**src/rtl/n_bit_compare_tracker.sv**
```systemverilog
// n_bit_compare_tracker
// Compares two unsigned operands under a selectable relation once per sample.
// The result is registered with one cycle of latency. The block also tracks
// the total number of true results and the current run of consecutive true
// results. A three-state FSM reports when that run reaches LOCK_LEN.
module n_bit_compare_tracker #(
   parameter int WIDTH    = 8,
   parameter int CNT_W    = 8,
   parameter int LOCK_LEN = 4
) (
   input  logic             clk,
   input  logic             rst,
   input  logic             clr,
   input  logic             in_valid,
   input  logic [WIDTH-1:0] a,
   input  logic [WIDTH-1:0] b,
   input  logic [1:0]       mode,
   output logic             out_valid,
   output logic             c,
   output logic             eq,
   output logic [CNT_W-1:0] match_cnt,
   output logic             locked
);

   typedef enum logic [1:0] {
      IDLE   = 2'b00,
      TRACK  = 2'b01,
      LOCKED = 2'b10
   } state_t;

   // The streak never needs to count past LOCK_LEN, which fits in 8 bits.
   localparam logic [7:0]       LOCK_V  = 8'(LOCK_LEN);
   localparam logic [CNT_W-1:0] CNT_MAX = {CNT_W{1'b1}};

   state_t           state_q, state_d;
   logic [7:0]       streak_q, streak_d;
   logic [CNT_W-1:0] match_cnt_q, match_cnt_d;
   logic             out_valid_q, out_valid_d;
   logic             c_q, c_d;
   logic             eq_q, eq_d;
   logic             cmp_s;
   logic             eq_s;

   // Evaluate the relation selected by mode on the raw operands.
   always_comb begin
      eq_s  = (a == b);
      cmp_s = 1'b0;
      case (mode)
         2'b00:   cmp_s = (a == b);
         2'b01:   cmp_s = (a != b);
         2'b10:   cmp_s = (a <  b);
         2'b11:   cmp_s = (a >  b);
         default: cmp_s = 1'b0;
      endcase
   end

   // Compute the next state: clear wins, then a sample, otherwise hold.
   always_comb begin
      state_d     = state_q;
      streak_d    = streak_q;
      match_cnt_d = match_cnt_q;
      out_valid_d = 1'b0;
      c_d         = c_q;
      eq_d        = eq_q;
      if (clr) begin
         // A sample arriving in the same cycle as clr is discarded.
         state_d     = IDLE;
         streak_d    = 8'd0;
         match_cnt_d = {CNT_W{1'b0}};
         c_d         = 1'b0;
         eq_d        = 1'b0;
      end else if (in_valid) begin
         out_valid_d = 1'b1;
         c_d         = cmp_s;
         eq_d        = eq_s;
         if (cmp_s) begin
            if (match_cnt_q != CNT_MAX) begin
               match_cnt_d = match_cnt_q + {{(CNT_W-1){1'b0}}, 1'b1};
            end else begin
               match_cnt_d = match_cnt_q;
            end
            if (streak_q < LOCK_V) begin
               streak_d = streak_q + 8'd1;
            end else begin
               streak_d = streak_q;
            end
         end else begin
            streak_d = 8'd0;
         end
         case (state_q)
            IDLE: begin
               if (streak_d == LOCK_V) begin
                  state_d = LOCKED;
               end else begin
                  state_d = TRACK;
               end
            end
            TRACK: begin
               if (streak_d == LOCK_V) begin
                  state_d = LOCKED;
               end else begin
                  state_d = TRACK;
               end
            end
            LOCKED: begin
               if (cmp_s) begin
                  state_d = LOCKED;
               end else begin
                  state_d = TRACK;
               end
            end
            default: state_d = IDLE;
         endcase
      end else begin
         // Idle cycle: results hold and the streak is untouched.
         state_d = state_q;
      end
   end

   // Register all state; rst clears everything immediately.
   always_ff @(posedge clk or posedge rst) begin
      if (rst) begin
         state_q     <= IDLE;
         streak_q    <= 8'd0;
         match_cnt_q <= {CNT_W{1'b0}};
         out_valid_q <= 1'b0;
         c_q         <= 1'b0;
         eq_q        <= 1'b0;
      end else begin
         state_q     <= state_d;
         streak_q    <= streak_d;
         match_cnt_q <= match_cnt_d;
         out_valid_q <= out_valid_d;
         c_q         <= c_d;
         eq_q        <= eq_d;
      end
   end

   assign out_valid = out_valid_q;
   assign c         = c_q;
   assign eq        = eq_q;
   assign match_cnt = match_cnt_q;
   assign locked    = (state_q == LOCKED);

endmodule

```
**config.mk**
```make
export PLATFORM = sky130hd
export DESIGN_NAME = n_bit_compare_tracker
export DESIGN_NICKNAME = d
export VERILOG_FILES = /design/src/rtl/n_bit_compare_tracker.sv
export SDC_FILE = /design/constraint.sdc
export NUM_CORES = 1
export LEC_CHECK = 0
export CAP_MARGIN = 15
export CORE_AREA = 2 2 59 61
export CTS_CLUSTER_DIAMETER = 100
export DETAILED_ROUTE_END_ITERATION = 16
export DIE_AREA = 0 0 61 63
export HOLD_SLACK_MARGIN = 0.1
export PLACE_DENSITY_LB_ADDON = 0.12
export SKIP_CTS_REPAIR_TIMING = 1
export SLEW_MARGIN = 20
export SYNTH_ARGS = -nofsm -noshare
export SYNTH_HDL_FRONTEND = slang
export SYNTH_SLANG_ARGS = --single-unit
```
**constraint.sdc**
```tcl
create_clock -name clk -period 1.5 [get_ports clk]
set_clock_uncertainty 0.05 [all_clocks]
set_input_delay 0.15 -clock clk [delete_from_list [all_inputs] [get_ports clk]]
set_output_delay 0.15 -clock clk [all_outputs]
set_load 0.1 [all_outputs]
```
==> flow_summary.toml <==
[status]
status = "complete, but fails checks"
violations = "negative setup slack"

[sta]
rsz0062_at_grt = "yes"
fin_setup_tns_ns = -4.18
setup_viol = 19
finalHoldViolations = 0
max_freq_mhz = 563
period_minus_slack_ns = 1.78
fin_crit_sh = 1.18
slew_violations = 0
fin_ws_ns = -0.277
relSlewSlack = 0.797
tightest_slew_ns = 0.303

[synthesis]
syn_nets = 175
synth.avg_cell_area_um2 = 9.10
synth-xor-area-share = 0
synth_seq_cells = 21
synth_area_um2 = 1300
ys_seq_area_frac = 0.404
synth_cells = 143
synthAdderAreaFrac = 0.0962
yosys.area_share.simple = 0.238
synth.mux.area_fraction = 0.0337
synth-compound-area-share = 0.161
yosysWarnings = 0
synth.top_cell.area_share = 0.404
synth_top_family_by_area = "simple AND/OR/NAND/NOR gates"
synthDistinctLibCells = 37
yosysTopAreaCell = "dfrtp_1"
ys_async_sr_fraction = 1.00
synth_ff_type = "dfrtp_1"
synth_edf_count = 0
synth.area.top_cells = "dfrtp_1, ha_1, inv_1, a21oi_1, nor2_1"

[grt]
grt_pass1_wl_mm = 5.31
grt_antenna_before_repair = 0
grt_max_degree = 22
grtUsageTotal = 0.178
grt-ovfl-total = 0
grt_pass1_vias = 1289

[worst_setup_path]
endpoint_kind = "flop"
critPathArrivalTime_ns = 1.94
ff2ff_path_depth = 6
cp_data_required_time_ns = 1.66
cp_slowest_cell = "o311a_4"
slowest_delay_ns = 0.44
cp_max_fo = 7
critPathLaunchType = "primary input"
path_cells = "buf_8, inv_12, ha_4, nor2b_4, o211ai_1, a21oi_2, o311a_4, nor4b_4, mux2_4"
crit_type = "in2reg"

[layout]
finalNetCount = 242
drive_gt1_frac = 0.488
syn2layout_area_growth_pct = 82.6
antenna_cells = 0
nFillCells = 247
fin_area_um2 = 2380

[detailed_routing]
drt_wl_total_mm = 3.66
ant_nets = 0
m1WireLength_mm = 1.47
met2_length_mm = 1.96
vias_per_cell = 5.23
wl_per_cell_um = 14.3
met3WireLength_um = 179
drtIter0Drc = 36
vias = 1333
top_layer_used = "met4"
firstDrtPassIters = 4
drc = 0

[power]
static-leakage-power_nw = 1.10
power_density_nw_per_um2 = 553
peakVddDrop_mv = 0.464

[floorplanning]
core-area_um2 = 3230
start_util = 0.403
dieWidth_um = 61
fp-row-count = 21
die_h_um = 63
io_pins = 34
dieArea_um2 = 3840

[run]
cap_viol_max_count = 0

[cts]
cts.sinks = 21
clk_latency_ns = 0.31
cts_tree = "built"
cts_buffer_depth = 2
cts_made_buffers = 3
root_buffer = "clkbuf_4"
clk_pin_slew_ns = 0.13
h-tree-depth = 1

[placed_design]
hpwl_mm = 2.47
dpl_cell_area_um2 = 2090
place.gp.congestion = 0.799
port_buffers = 33

[hold_path]
hp-class = "in2async"
-- placed cells by master (no fill, tap or decap), types with 3 or more instances in the layout --
cell,instances
clkbuf_4,3
ha_4,7
dfrtp_1,13
inv_1,10
buf_12,12
a21oi_1,6
o31ai_1,3
nor2b_1,3
nand4_1,4
inv_2,5
a21oi_2,4
dfrtp_4,6
or4_4,3
and2_1,5
clkdlybuf4s50_1,4
nor2_1,9
o211ai_1,3
nand2_1,6
dlymetal6s2s_1,13
buf_4,31
-- Yosys cell counts (all sizes together), types with 2 or more instances --
| cell type | instances |
|---|---|
| a21oi | 11 |
| a31oi | 2 |
| and2 | 5 |
| and3 | 2 |
| buf | 2 |
| clkbuf | 2 |
| dfrtp | 21 |
| ha | 10 |
| inv | 16 |
| mux2 | 3 |
| nand2 | 8 |
| nand2b | 2 |
| nand3 | 3 |
| nand4 | 4 |
| nor2 | 12 |
| nor2b | 5 |
| nor3 | 3 |
| nor3b | 2 |
| nor4b | 2 |
| o211ai | 3 |
| o21ai | 3 |
| o21bai | 2 |
| o31ai | 3 |
| or3 | 2 |
| or4 | 4 |
-- sequential cells by signal, summed over array words and instances (netlist names) --
register and cells:
streak_q 8, eq 1, match_cnt 8, state_q 2
c 1, out_valid 1
-- path summary, 6_finish.rpt --
kind | from | to | slack, ns
worst max register to register | match_cnt[1] | match_cnt[4] | -0.26
worst min register to register | streak_q[4] | streak_q[4] | 0.46
worst min-delay path | rst | c | 0.09
worst max-delay path | b[1] | match_cnt[4] | -0.28
min in group clk | streak_q[4] | streak_q[4] | 0.46
max in group asynchronous | rst | match_cnt[3] | 1.06
-- stage by stage --
stage / utilization / hold WS (ns) / worst slack (ns) / total power, W / cells
final: 0.735 / 0.0900 / -0.277 / 0.00131 / 255
after global placement: 0.647 / 0.416 / -1.13 / 0.000959 / 244
after global routing: 0.735 / 0.118 / -0.314 / 0.00139 / 255
after detailed placement: 0.647 / 0.424 / -1.20 / 0.000969 / 244
after CTS: 0.656 / 0.0924 / -0.846 / 0.00126 / 248
after floorplan: - / 0.0765 / -0.391 / 0.000804 / 143
-- cells by family after synthesis --
group | count (synthesis)
DFF | 21
adders and majority gates | 10
muxes | 4
and+or+nand+nor | 56
AOI/OAI and AO/OA | 31
buffers and inverters | 21
-- report_power, final --
group | switching, W | internal, W
Clock | 0.000192 | 0.000102
Combinational | 0.000216 | 0.000212
Sequential | 0.0000110 | 0.000581
Total | 0.000419 | 0.000895
-- per-layer routing --
| metal | vias to the layer above | track usage |
|---|---|---|
| met2 | 34 | 0.315 |
| met4 | 0 | 0.0707 |
| met5 | - | 0 |
| met3 | 5 | 0.0228 |
| li1 | 651 | - |
| met1 | 643 | 0.211 |
-- area by class of cell --
type,instances,area (um^2),area share
clock buffer,3,22.5,0.00948
clock inverter,1,7.51,0.00316
inverter,17,76.3,0.0321
multi-input combinational,102,938,0.395
sequential,21,551,0.232
tap,46,57.6,0.0242
timing repair buffer,65,723,0.304
-- critical path, delay by kind of cell --
kind / cells / cell delay [ns]
AOI/OAI and AO/OA: 3 / 0.73
adders and majority gates: 1 / 0.18
buffers and inverters: 2 / 0.15
muxes: 1 / 0.32
and+or+nand+nor: 2 / 0.41
Note: power is estimated with default switching activity, not from simulation.
